<file path="src/rtl/gpio_input_controller.sv">
// GPIO input port on the data-memory bus.
// Pins are double-flop synchronised, then debounced per pin. Debounced rising and
// falling edges latch into sticky pending flags that software clears by writing 1s.
// A registered level interrupt is raised when any pending flag is also enabled.
module gpio_input_controller #(
  parameter int                    DATA_WIDTH      = 8,
  parameter int                    ADDR_WIDTH      = 32,
  parameter int                    DEBOUNCE_CYCLES = 4,
  parameter int                    CNT_WIDTH       = 3,
  parameter logic [ADDR_WIDTH-1:0] DATA_ADDR       = 32'h10010028,
  parameter logic [ADDR_WIDTH-1:0] STATUS_ADDR     = 32'h1001002C,
  parameter logic [ADDR_WIDTH-1:0] IRQ_EN_ADDR     = 32'h10010030
) (
  input  logic                  clk,
  input  logic                  reset,
  input  logic [ADDR_WIDTH-1:0] addr_ram,
  input  logic                  we,
  input  logic [31:0]           wdata,
  input  logic [DATA_WIDTH-1:0] gpio_in,
  output logic [31:0]           rdata,
  output logic                  read_hit,
  output logic                  irq
);

  // Terminal count: a pin change is accepted on the edge where the counter sits here.
  localparam logic [CNT_WIDTH-1:0] CNT_LAST = CNT_WIDTH'(DEBOUNCE_CYCLES - 1);

  // Synchroniser flops.
  logic [DATA_WIDTH-1:0] sync1_q;
  logic [DATA_WIDTH-1:0] sync2_q;

  // Debounced levels and per-pin stability counters.
  logic [DATA_WIDTH-1:0]                deb_q;
  logic [DATA_WIDTH-1:0]                deb_d;
  logic [DATA_WIDTH-1:0][CNT_WIDTH-1:0] cnt_q;
  logic [DATA_WIDTH-1:0][CNT_WIDTH-1:0] cnt_d;

  // Pending event flags, interrupt enables and the registered interrupt.
  logic [DATA_WIDTH-1:0]   rise_q;
  logic [DATA_WIDTH-1:0]   rise_d;
  logic [DATA_WIDTH-1:0]   fall_q;
  logic [DATA_WIDTH-1:0]   fall_d;
  logic [2*DATA_WIDTH-1:0] irq_en_q;
  logic [2*DATA_WIDTH-1:0] irq_en_d;
  logic                    irq_q;

  // Bus write decode and derived edge/clear masks.
  logic                  status_wr;
  logic                  irq_en_wr;
  logic [DATA_WIDTH-1:0] rise_set;
  logic [DATA_WIDTH-1:0] fall_set;
  logic [DATA_WIDTH-1:0] rise_clr;
  logic [DATA_WIDTH-1:0] fall_clr;

  assign status_wr = we && (addr_ram == STATUS_ADDR);
  assign irq_en_wr = we && (addr_ram == IRQ_EN_ADDR);

  // Bits of the write bus above the status/enable fields carry no meaning here.
  generate
    if (2 * DATA_WIDTH < 32) begin : g_wdata_spare
      logic unused_wdata;
      assign unused_wdata = ^wdata[31:2*DATA_WIDTH];
    end
  endgenerate

  // Two-flop synchroniser per pin; nothing sits between the flops.
  always_ff @(posedge clk or negedge reset) begin
    if (!reset) begin
      sync1_q <= '0;
      sync2_q <= '0;
    end else begin
      sync1_q <= gpio_in;
      sync2_q <= sync1_q;
    end
  end

  // Debounce next state: a pin must differ from its debounced level for
  // DEBOUNCE_CYCLES consecutive cycles; any return to the old level restarts the count.
  always_comb begin
    deb_d = deb_q;
    cnt_d = cnt_q;
    for (int i = 0; i < DATA_WIDTH; i++) begin
      if (sync2_q[i] == deb_q[i]) begin
        cnt_d[i] = '0;
      end else if (cnt_q[i] == CNT_LAST) begin
        deb_d[i] = sync2_q[i];
        cnt_d[i] = '0;
      end else begin
        cnt_d[i] = cnt_q[i] + CNT_WIDTH'(1);
      end
    end
  end

  // Debounced level and counter registers.
  always_ff @(posedge clk or negedge reset) begin
    if (!reset) begin
      deb_q <= '0;
      cnt_q <= '0;
    end else begin
      deb_q <= deb_d;
      cnt_q <= cnt_d;
    end
  end

  // Pending flag next state: edges are detected on the same edge the debounced level
  // changes, and a set beats a simultaneous software clear of the same bit.
  always_comb begin
    rise_set = deb_d & ~deb_q;
    fall_set = ~deb_d & deb_q;
    rise_clr = status_wr ? wdata[DATA_WIDTH-1:0] : '0;
    fall_clr = status_wr ? wdata[2*DATA_WIDTH-1:DATA_WIDTH] : '0;
    rise_d   = (rise_q & ~rise_clr) | rise_set;
    fall_d   = (fall_q & ~fall_clr) | fall_set;
    irq_en_d = irq_en_wr ? wdata[2*DATA_WIDTH-1:0] : irq_en_q;
  end

  // Pending flags and interrupt enable registers.
  always_ff @(posedge clk or negedge reset) begin
    if (!reset) begin
      rise_q   <= '0;
      fall_q   <= '0;
      irq_en_q <= '0;
    end else begin
      rise_q   <= rise_d;
      fall_q   <= fall_d;
      irq_en_q <= irq_en_d;
    end
  end

  // Interrupt is built from registered state and registered again, so it cannot glitch;
  // it follows pending/enable changes by one cycle.
  always_ff @(posedge clk or negedge reset) begin
    if (!reset) begin
      irq_q <= 1'b0;
    end else begin
      irq_q <= |({fall_q, rise_q} & irq_en_q);
    end
  end

  assign irq = irq_q;

  // Combinational read decode, zero-extended to the 32-bit bus; reads never change state.
  always_comb begin
    rdata    = 32'h0;
    read_hit = 1'b0;
    if (addr_ram == DATA_ADDR) begin
      rdata    = 32'(deb_q);
      read_hit = 1'b1;
    end else if (addr_ram == STATUS_ADDR) begin
      rdata    = 32'({fall_q, rise_q});
      read_hit = 1'b1;
    end else if (addr_ram == IRQ_EN_ADDR) begin
      rdata    = 32'(irq_en_q);
      read_hit = 1'b1;
    end
  end

endmodule

</file>
<file path="config.mk">
export PLATFORM = sky130hd
export DESIGN_NAME = gpio_input_controller
export DESIGN_NICKNAME = d
export VERILOG_FILES = /design/src/rtl/gpio_input_controller.sv
export SDC_FILE = /design/constraint.sdc
export NUM_CORES = 1
export LEC_CHECK = 0
export ABC_CLOCK_PERIOD_IN_PS = 1550
export BUFFER_PORTS_ARGS = -buffer_cell sky130_fd_sc_hd__buf_2
export CORE_MARGIN = 3
export CORE_UTILIZATION = 30
export CTS_CLUSTER_SIZE = 40
export DETAILED_ROUTE_END_ITERATION = 10
export PLACE_DENSITY_LB_ADDON = 0.25
export RECOVER_POWER = 100
export SYNTH_ARGS = -nofsm -noshare
export SYNTH_HDL_FRONTEND = slang
export SYNTH_SLANG_ARGS = --single-unit
</file>
<file path="constraint.sdc">
create_clock -name clk -period 1.55 [get_ports clk]
set_input_delay 0.0775 -clock clk [delete_from_list [all_inputs] [get_ports clk]]
set_output_delay 0.0775 -clock clk [all_outputs]
set_load 0.005 [all_outputs]
</file>
### Word level (Yosys, flattened, before mapping)

Index checks and enable logic that the tools add are counted.
W data, S select, Z words.

* bits in registers: 81
* input port bits: 75
* word-level logic and storage cells: 96

* $add $sub $neg: 8
* eq/ne operators: 19
* muxes and demuxes: 40
* bitwise operators: 11
* reduce and logical (&&, ||, !) cells: 3

Operator list (number)
* $eq A32 B29 Y1 const B: 3
* $mux W32: 2
* $mux W3: 16
* $and A8 B8 Y8: 4
* $not A8 Y8: 4
* $add A3 B1 Y3 const B: 8
* $eq A3 B2 Y1 const B: 8
* $mux W1: 19
* $and A16 B16 Y16: 1
* $mux W16: 1
* $mux W8: 2
* $or A8 B8 Y8: 2
* $reduce_or A16 Y1: 1
* $eq A1 B1 Y1: 8
* $logic_and A1 B1 Y1: 2

### Logic depth before layout (Yosys ltp)

Gate-level depths: netlist of run 1.

* depth in word-level cells: 6
* mapped depth: 7
* depth with buffers taken out: 4

### Least setup slack after synthesis of run 1

Ideal clock, no wire load.

* path kind: in2reg
* start point: in addr_ram[21]
* end point: reg irq_en_q[0]
* data arrival time: 1566 ps
* setup slack: -142 ps
* cell stages on the path: 5
* path buffers: 1
* cells stage by stage: nor4_2 nand4_2 nor4_4 buf_6 mux2_4

* longest elaborated chain between the ends: 2

Ends and longest elaborated chain
* start: declaration: RTL line 16 `input logic [ADDR_WIDTH-1:0] addr_ram,`
* $eq A32 B29 Y1: RTL line 56 `assign irq_en_wr = we && (addr_ram == IRQ_EN_ADDR);`
* $logic_and A1 B1 Y1: RTL line 56
* end signal: assignment: RTL line 126 `irq_en_q <= irq_en_d;`
* end: declaration: RTL line 43 `logic [2*DATA_WIDTH-1:0] irq_en_q;`

Every way passes these cells.
A chain may end at the register's enable or synchronous reset.

### Worst setup path after layout of run 1

* start point: in addr_ram[13]
* end point: out rdata[4]

* longest elaborated chain between the ends: 4
* elaborated cells on any way between the ends: 6

Ends and longest elaborated chain
* $eq A32 B29 Y1: RTL line 152 `end else if (addr_ram == IRQ_EN_ADDR) begin`
* $mux W16: RTL line 152
* $mux W32: RTL line 149 `end else if (addr_ram == STATUS_ADDR) begin`
* $mux W32 (*): RTL line 146 `if (addr_ram == DATA_ADDR) begin`
* end: declaration: RTL line 20 `output logic [31:0] rdata,`

Mark *: on every way between the ends. The rest lies on a longest branch, timed or not.

==> metrics.yaml, run 1 <==
grt_pass1_vias: 2891
slew_viol_final: 0
synth_edf_count: 0
nets: 510
drc: 0
htreeDepth: 3
portBuffers: 76
routed_wl_um: 9580
rr_worst_depth: 3
yosys.area.top_type: "dfrtp_1"
clk_path_buf_depth: 2
startpoint_type: "input port"
synth_area_leaders: "dfrtp_1, mux2_2, mux2_4, nor3b_1, buf_4"
hold_viol: 0
rsz0062_at_grt: "true"
firstDrtPassIters: 4
syn_inst: 324
syn_to_final_growth_pct: 29.2
fmaxAchievable_ghz: 0.664
wire_per_inst_um: 16.0
crit_arrival_ns: 1.43
avgViaCountPerCell: 4.75
ys_warn_count: 0
diodes: 0
initial_core_util: 0.313
synth_common_cells: "dfrtp_1, nor2_1, nor3b_1"
ys.flop_type: "dfrtp_1"
finClkSkew_ns: 0.00593
place_hpwl_um: 6830
dieHeight_um: 119
grt_usage: 0.133
fp-row-count: 40
finalCriticalPeriod_ns: 1.51
holdPathEnd: "irq_en_q[9]$_DFFE_PN0P_"
place.gp.congestion: 0.770
fin_crit_sh: 0.971
die-width_um: 119
maxCapViolations: 0
critPathKind: "input port to primary output"
total_power_mw: 5.88
ys_types: 37
first_iter_violations: 160
clk_latency_ns: 0.33
vias: 2849
required_ns: 1.47
clock_sinks: 81
crit-reg2reg-capture: "deb_q[2]$_DFF_PN0_"
status: "finished clean"
synth.most_common_cell: "dfrtp_1"
power_density_mw_per_mm2: 1180
setup_violations: 0
yosysSeqAreaShare: 0.528
dieArea_mm2: 0.0142
reg2reg_slack_ns: 0.19
crit_path_max_fanout: 8
drive_above_1_share: 0.333
yosys_register_bits: 81
worstMarginPinSlew_ns: 0.727
synthArstFlopShare: 1.00
synth_top_cell_area_share: 0.528
power_leakage_nw: 2.17
synth_area_mm2: 0.00384
grt_pass1_wl_um: 15000
tritoncts: "yes"
p_switching_mw: 1.53
worst_setup_path_end_kind: "primary output"
pwr-share-clk: 0.384
clock-root-buffer: "clkbuf_16"
grt_antenna_before_repair: 0
ant_nets: 0
p_seq_frac: 0.448
grt-ovfl-total: 0
cts_buffers: 9
reg2reg_from: "cnt_q[6]$_DFF_PN0_"
clk_pin_slew_ns: 0.06
power.internal_mw: 4.35
ir_drop_mv: 0.580
min_from: "wdata[9]"
grt_max_degree: 39
ioPinCount: 109
slew_headroom: 0.516
core-area_mm2: 0.0123
utilization: 0.405
p_comb_frac: 0.168
hold_path.class: "input port to flip-flop"
synth.avg_cell_area_um2: 11.9
swShare: 0.260
hold_depth: 2
-- repair_timing --
item                                    in CTS  in global routing
gates resized for setup                      1                 10
endpoints found under the hold margin       35                  0
hold buffers                                12                  0
buffers inserted                             0                  1
endpoints found under the setup margin      17                 12
cloned                                       0                  2
pin swaps                                    0                  3
-- layout make-up --
| cell class | count | area (µm²) |
|---|---|---|
| Timing Repair Buffer | 105 | 643 |
| Fill cell | 1169 | 7300 |
| Clock buffer | 10 | 229 |
| Tap cell | 168 | 210 |
| Sequential cell | 81 | 2030 |
| Clock inverter | 6 | 92.6 |
| Inverter | 1 | 3.75 |
| Multi-Input combinational cell | 229 | 1760 |
-- metal layers --
metal  global-route usage  wire (µm)  up-vias
li1                     -          -     1345
met4               0.0565        218        0
met2                0.207       4390      117
met3               0.0266        759       16
met1                0.179       4210     1371
met5                    0          0        -
-- cell usage in the layout (no fill, tap or decap), types with 5 or more instances in the layout --
cell type	Yosys	final
clkbuf_1	11	7
nand2_1	15	15
o31ai_1	16	16
nor3b_1	17	16
mux2_2	14	14
nor4_4	3	5
xnor2_1	7	7
dlygate4sd3_1	0	12
conb_1	1	16
mux2i_1	8	8
nor2_2	0	5
nand3b_1	14	14
a21oi_1	9	9
nand3_1	16	16
buf_4	16	8
mux2_4	10	10
nor2_1	26	21
clkbuf_16	0	9
buf_2	1	74
ha_1	8	8
nor2b_1	8	8
a22oi_1	8	8
nor3_1	7	7
dfrtp_1	81	81
-- cells by family after synthesis --
group,count (synthesis),synth area share
other,1,0.000976
AO/OA/AOI/OAI,43,0.0795
AND/OR/NAND/NOR,121,0.201
multiplexers,32,0.101
buffers and inverters,31,0.0482
XOR/XNOR,7,0.0160
flip-flops,81,0.528
adder cells (fa/ha/maj),8,0.0261
-- per-stage QoR --
stage | TNS (ns) | setup slack [ns] | hold slack (ns) | cell area, µm² | std cells
detailed placement | -4.55 | -0.198 | 0.0246 | 4490 | 569
CTS | 0 | 0.000728 | 0.0118 | 4930 | 597
finish | 0 | 0.0449 | 0.0206 | 4960 | 600
floorplan | -1.25 | -0.125 | -0.218 | 3920 | 339
global placement | -2.78 | -0.145 | 0.0177 | 4490 | 569
global route | -0.0343 | -0.0135 | 0.0235 | 4960 | 600
-- registers in the layout, summed over array words and instances, names as in the netlist --
register  cells
cnt_q        24
deb_q         8
fall_q        8
irq           1
irq_en_q     16
rise_q        8
sync1_q       8
sync2_q       8
-- worst max-delay path by stage --
stage	endpoint	startpoint	slack [ns]	depth (start not counted)
6_report	rdata[4]	addr_ram[13]	0.04	6
5_1_grt	rdata[4]	addr_ram[13]	-0.01	6
4_1_cts	rdata[13]	addr_ram[19]	0.0007	6
3_3_place_gp	irq_en_q[4]$_DFFE_PN0P_	addr_ram[9]	-0.14	6
3_5_place_dp	irq_en_q[8]$_DFFE_PN0P_	addr_ram[13]	-0.20	6
2_1_floorplan	irq_en_q[0]$_DFFE_PN0P_	addr_ram[13]	-0.13	5
-- worst max-delay path: stages --
cell and delay (ns):
buf_2 0.11, nor4_4 0.33, nand4_4 0.21, or2_4 0.36, nor2_1 0.19, buf_2 0.15
-- power groups by stage --
stage,registers (mW),logic (mW),clock network [mW]
2_1_floorplan,2.61,0.704,0
3_3_place_gp,2.65,0.952,0
3_5_place_dp,2.67,0.988,0
4_1_cts,2.63,1.02,2.32
5_1_grt,2.68,1.11,2.43
6_report,2.63,0.986,2.26
Power figures use the tool's default switching activity.
==> run 2: changes to the inputs <==
--- a/config.mk
+++ b/config.mk
@@ -11,6 +11,7 @@
 export CORE_UTILIZATION = 30
 export CTS_CLUSTER_SIZE = 40
 export DETAILED_ROUTE_END_ITERATION = 10
+export MAX_ROUTING_LAYER = met4
 export PLACE_DENSITY_LB_ADDON = 0.25
 export RECOVER_POWER = 100
 export SYNTH_ARGS = -nofsm -noshare
==> metrics.yaml, run 2 (synthesis results as in run 1) <==
fp-row-count: 40  # unchanged
tritoncts: "yes"
layout_commonest_cell: "dfrtp_1"
critPathKind: "input port to primary output"
drc: 0  # unchanged
ioPinCount: 109  # unchanged
maxCapViolations: 0  # unchanged
place.gp.congestion: 0.781  # +1.3%
ir_drop_mv: 0.581  # about the same
largest_reg_flops: 24  # unchanged
grt_max_degree: 39  # unchanged
dieArea_mm2: 0.0142  # unchanged
crit_arrival_ns: 1.43  # about the same
wire_per_inst_um: 16.0  # +0.27%
htreeDepth: 3  # unchanged
routed_wl_um: 9600  # +0.27%
crit_path_max_fanout: 8  # unchanged
worstMarginPinSlew_ns: 0.720  # -0.00674 ns
fin_crit_sh: 0.974  # +0.00253
vias: 2834  # -0.53%
status: "finished clean"
hold_viol: 0  # unchanged
clk_path_buf_depth: 2  # unchanged
grt-ovfl-total: 0  # unchanged
diodes: 0  # unchanged
clk_pin_slew_ns: 0.06  # about the same
grt_usage: 0.137  # +0.00406
layout_common_cells: "dfrtp_1, buf_2, nor2_1"
grt_pass1_wl_um: 15000  # about the same
nets: 510  # unchanged
core-area_mm2: 0.0123  # unchanged
slew_headroom: 0.520  # +0.00450
power_leakage_nw: 2.17  # unchanged
cts_buffers: 9  # unchanged
clk_latency_ns: 0.33  # about the same
initial_core_util: 0.313  # unchanged
worst_setup_path_end_kind: "primary output"
avgViaCountPerCell: 4.72  # -0.53%
syn_to_final_growth_pct: 29.2  # unchanged
slew_viol_final: 0  # unchanged
largest_registers: "cnt_q: 24 flops, irq_en_q: 16 flops"
rsz0062_at_grt: "true"
grt_antenna_before_repair: 0  # unchanged
dieHeight_um: 119  # unchanged
clock-root-buffer: "clkbuf_16"
finalCriticalPeriod_ns: 1.51  # +0.00392 ns
portBuffers: 76  # unchanged
startpoint_type: "input port"
first_iter_violations: 154  # -3.8%
setup_tns_ns: 0  # unchanged
finClkSkew_ns: 0.00465  # -0.00128 ns
firstDrtPassIters: 4  # unchanged
die-width_um: 119  # unchanged
clock_sinks: 81  # unchanged
place_hpwl_um: 6830  # unchanged
regMostFlops: "cnt_q"
fmaxAchievable_ghz: 0.663  # -0.26%
grt_pass1_vias: 2898  # +0.24%
setup_violations: 0  # unchanged
pre_cts_ws_ns: -0.198  # unchanged
required_ns: 1.47  # about the same
finalWorstSetupSlack_ns: 0.0410  # -0.00392 ns
hold_path.class: "input port to flip-flop"
power_density_mw_per_mm2: 1180  # about the same
drive_above_1_share: 0.333  # unchanged
ant_nets: 0  # unchanged
==> run 2: power breakdown <==
| group | total (mW) | internal, mW | leakage, nW | switching (mW) |
|---|---|---|---|---|
| clock | 2.26 | 1.42 | 0.149 | 0.842 |
| combinational | 0.985 | 0.523 | 1.04 | 0.462 |
| sequential | 2.63 | 2.41 | 0.978 | 0.228 |
==> run 2: metal layers <==
layer / up-vias / global-route usage / part of all wire
met3: 16 / 0.0275 / 0.070
met5: - / - / 0
met1: 1363 / 0.181 / 0.45
met2: 106 / 0.206 / 0.46
li1: 1349 / - / -
met4: 0 / 0.0565 / 0.023
==> run 2: final timing paths <==
kind | start | end | slack (ns) | depth (start not counted)
worst max-delay path | addr_ram[13] | rdata[4] | 0.04 | 6
worst min-delay path | wdata[9] | irq_en_q[9]$_DFFE_PN0P_ | 0.02 | 2
worst max register to register | cnt_q[6]$_DFF_PN0_ | deb_q[2]$_DFF_PN0_ | 0.20 | 3
worst min register to register | sync1_q[3]$_DFF_PN0_ | sync2_q[3]$_DFF_PN0_ | 0.35 | 0
max in group asynchronous | reset | sync2_q[7]$_DFF_PN0_ | 0.29 | 3
min in group asynchronous | reset | sync2_q[2]$_DFF_PN0_ | 0.34 | 2
==> run 2: area by class of cell <==
cell class	count	area, µm²
Tap cell	168	210
Sequential cell	81	2030
Clock inverter	6	92.6
Fill cell	1169	7300
Multi-Input combinational cell	229	1760
Clock buffer	10	229
Timing Repair Buffer	105	643
Inverter	1	3.75
==> run 2: critical path, stage by stage <==
cell     delay [ns]
buf_2          0.11
nor4_4         0.33
nand4_4        0.21
or2_4          0.36
nor2_1         0.19
buf_2          0.15
==> run 2: per-stage QoR <==
| stage | instance area [µm²] | hold slack (ns) | total power [mW] | utilization | std cells |
|---|---|---|---|---|---|
| floorplan | 3920 | -0.218 | 3.31 | - | 339 |
| global placement | 4490 | 0.0177 | 3.61 | 0.366 | 569 |
| detailed placement | 4490 | 0.0246 | 3.66 | 0.366 | 569 |
| CTS | 4930 | 0.0118 | 5.98 | 0.402 | 597 |
| global route | 4960 | 0.0234 | 6.23 | 0.405 | 600 |
| finish | 4960 | 0.0204 | 5.88 | 0.405 | 600 |
==> run 2: timing repair <==
item | in CTS | in global routing
endpoints found under the hold margin | 35 | 0
setup endpoints to repair | 17 | 12
setup buffers | 0 | 1
pin swaps | 0 | 3
gates cloned | 0 | 2
hold buffers | 12 | 0
resized for setup | 1 | 10
==> run 3: changes to the inputs <==
--- a/config.mk
+++ b/config.mk
@@ -8,7 +8,7 @@
 export ABC_CLOCK_PERIOD_IN_PS = 1550
 export BUFFER_PORTS_ARGS = -buffer_cell sky130_fd_sc_hd__buf_2
 export CORE_MARGIN = 3
-export CORE_UTILIZATION = 30
+export CORE_UTILIZATION = 47
 export CTS_CLUSTER_SIZE = 40
 export DETAILED_ROUTE_END_ITERATION = 10
 export MAX_ROUTING_LAYER = met4
==> metrics.yaml, run 3 (synthesis results as in run 1) <==
tritoncts: "yes"
wire_per_inst_um: 15.5  # -3.4%
fp-row-count: 32  # -20%
grt_pass1_wl_um: 13300  # -11%
drive_above_1_share: 0.264  # -0.0691
power_leakage_nw: 2.09  # -3.8%
status: "finished clean"
nets: 517  # +1.4%
dp.cells: 500  # -12%
crit_arrival_ns: 1.41  # -0.02 ns
regMostFlops: "cnt_q"
setup_violations: 0  # unchanged
worst_setup_path_end_kind: "primary output"
first_iter_violations: 200  # +30%
hold_ws_ns: 0.264  # +0.243 ns
power_density_mw_per_mm2: 1080  # -9.1%
fillers: 667  # -43%
clk_pin_slew_ns: 0.09  # +0.03 ns
cts_buffers: 9  # unchanged
initial_core_util: 0.490  # +0.176
place_hpwl_um: 5990  # -12%
largest_reg_flops: 24  # unchanged
ioPinCount: 109  # unchanged
worstMarginPinSlew_ns: 0.877  # +0.157 ns
required_ns: 1.47  # about the same
core-area_mm2: 0.00785  # -36%
slew_viol_final: 0  # unchanged
ant_nets: 0  # unchanged
slew_headroom: 0.415  # -0.105
firstDrtPassIters: 5  # +1
grt_max_degree: 36  # -7.7%
fin_cells: 541  # -9.8%
maxCapViolations: 0  # unchanged
syn_to_final_growth_pct: 24.0
hold_path.class: "input port to flip-flop"
vias: 2863  # +1.0%
seqCellArea_mm2: 0.00203  # unchanged
clock_sinks: 81  # unchanged
layout_commonest_cell: "dfrtp_1"
final_cell_area_mm2: 0.00476  # -4.1%
htreeDepth: 3  # unchanged
fin_crit_sh: 0.958  # -0.0151
ir_drop_mv: 0.560  # -3.6%
placed_area_mm2: 0.00438  # -2.3%
routed_wl_um: 8370  # -13%
multi_input_area_mm2: 0.00168  # -4.3%
place.gp.congestion: 0.834  # +6.9%
rsz0062_at_grt: "true"
dieArea_mm2: 0.00930  # -35%
clock-root-buffer: "clkbuf_8"
hold_viol: 0  # unchanged
fmaxAchievable_ghz: 0.673  # +1.6%
grt_antenna_before_repair: 0  # unchanged
clk_latency_ns: 0.35  # +0.02 ns
avgViaCountPerCell: 5.29  # +12%
grt_usage: 0.197  # +0.0601
grt_pass1_vias: 2697  # -6.9%
drc: 0  # unchanged
utilization: 0.607  # +0.202
finClkSkew_ns: 0.00854  # +0.00389 ns
total_power_mw: 5.13  # -13%
startpoint_type: "input port"
clk_path_buf_depth: 2  # unchanged
dieHeight_um: 96.4  # -19%
crit_path_max_fanout: 17  # +9
portBuffers: 76  # unchanged
finalCriticalPeriod_ns: 1.49  # -0.0234 ns
grt-ovfl-total: 0  # unchanged
largest_registers: "cnt_q: 24 flops, irq_en_q: 16 flops"
die-width_um: 96.4  # -19%
critPathKind: "input port to primary output"
layout_common_cells: "dfrtp_1, buf_2, nor2_1"
diodes: 0  # unchanged
==> run 3: changes by cell type in the layout (fill, tap and decap cells not counted), sizes merged <==
cell	previous run	this run
bufinv	2	1
or2	3	1
clkinvlp	2	1
clkinv	2	4
dlygate4sd3	12	25
clkbuf	18	31
inv	1	2
buf	85	67
==> run 3: cell type report <==
| cell class | instances | area share |
|---|---|---|
| Sequential cell | 81 | 0.426 |
| Inverter | 1 | 0.000788 |
| Multi-Input combinational cell | 227 | 0.354 |
| Clock buffer | 9 | 0.0260 |
| Timing Repair Buffer | 114 | 0.153 |
| Clock inverter | 7 | 0.0147 |
| Tap cell | 102 | 0.0268 |
==> run 3: worst max-delay path, stage by stage <==
cell     delay, ns
buf_2         0.11
nor4_4        0.27
nand4_2       0.23
or2_4         0.38
nor2_1        0.19
buf_2         0.14
==> run 3: worst paths after layout <==
path                                      start                    to  slack, ns  depth (start not counted)
min in group asynchronous                 reset  sync2_q[1]$_DFF_PN0_       0.38                          2
max in group asynchronous                 reset   rise_q[3]$_DFF_PN0_       0.28                          3
max                                addr_ram[21]              rdata[2]       0.06                          6
min reg2reg                sync1_q[0]$_DFF_PN0_  sync2_q[0]$_DFF_PN0_       0.34                          0
max reg2reg                 cnt_q[12]$_DFF_PN0_    deb_q[4]$_DFF_PN0_       0.21                          3
min                                          we   fall_q[5]$_DFF_PN0_       0.26                          5
==> run 3: metal layers <==
layer / GRT usage / vias to the layer above / share of wire
met5: - / - / 0
met4: 0.0666 / 0 / 0.0099
met3: 0.0457 / 9 / 0.075
met2: 0.306 / 109 / 0.49
met1: 0.256 / 1387 / 0.42
li1: - / 1358 / -
==> run 3: power by group <==
group	total [mW]	switching, mW	internal (mW)
Combinational	0.988	0.451	0.537
Sequential	2.62	0.219	2.40
Clock	1.52	0.774	0.744
==> run 3: metrics by stage <==
stage	setup WS (ns)	TNS (ns)
detailed placement	-0.168	-2.75
global placement	-0.121	-1.94
floorplan	-0.125	-1.25
finish	0.0644	0
CTS	0.0591	0
global route	-0.0214	-0.0417
==> run 3: timing repair <==
action                                 4_1_cts  5_1_grt
gates resized for setup                      1        0
hold buffers                                25        0
setup buffers                                0        0
endpoints found under the hold margin       57        0
setup endpoints to repair                   12        2
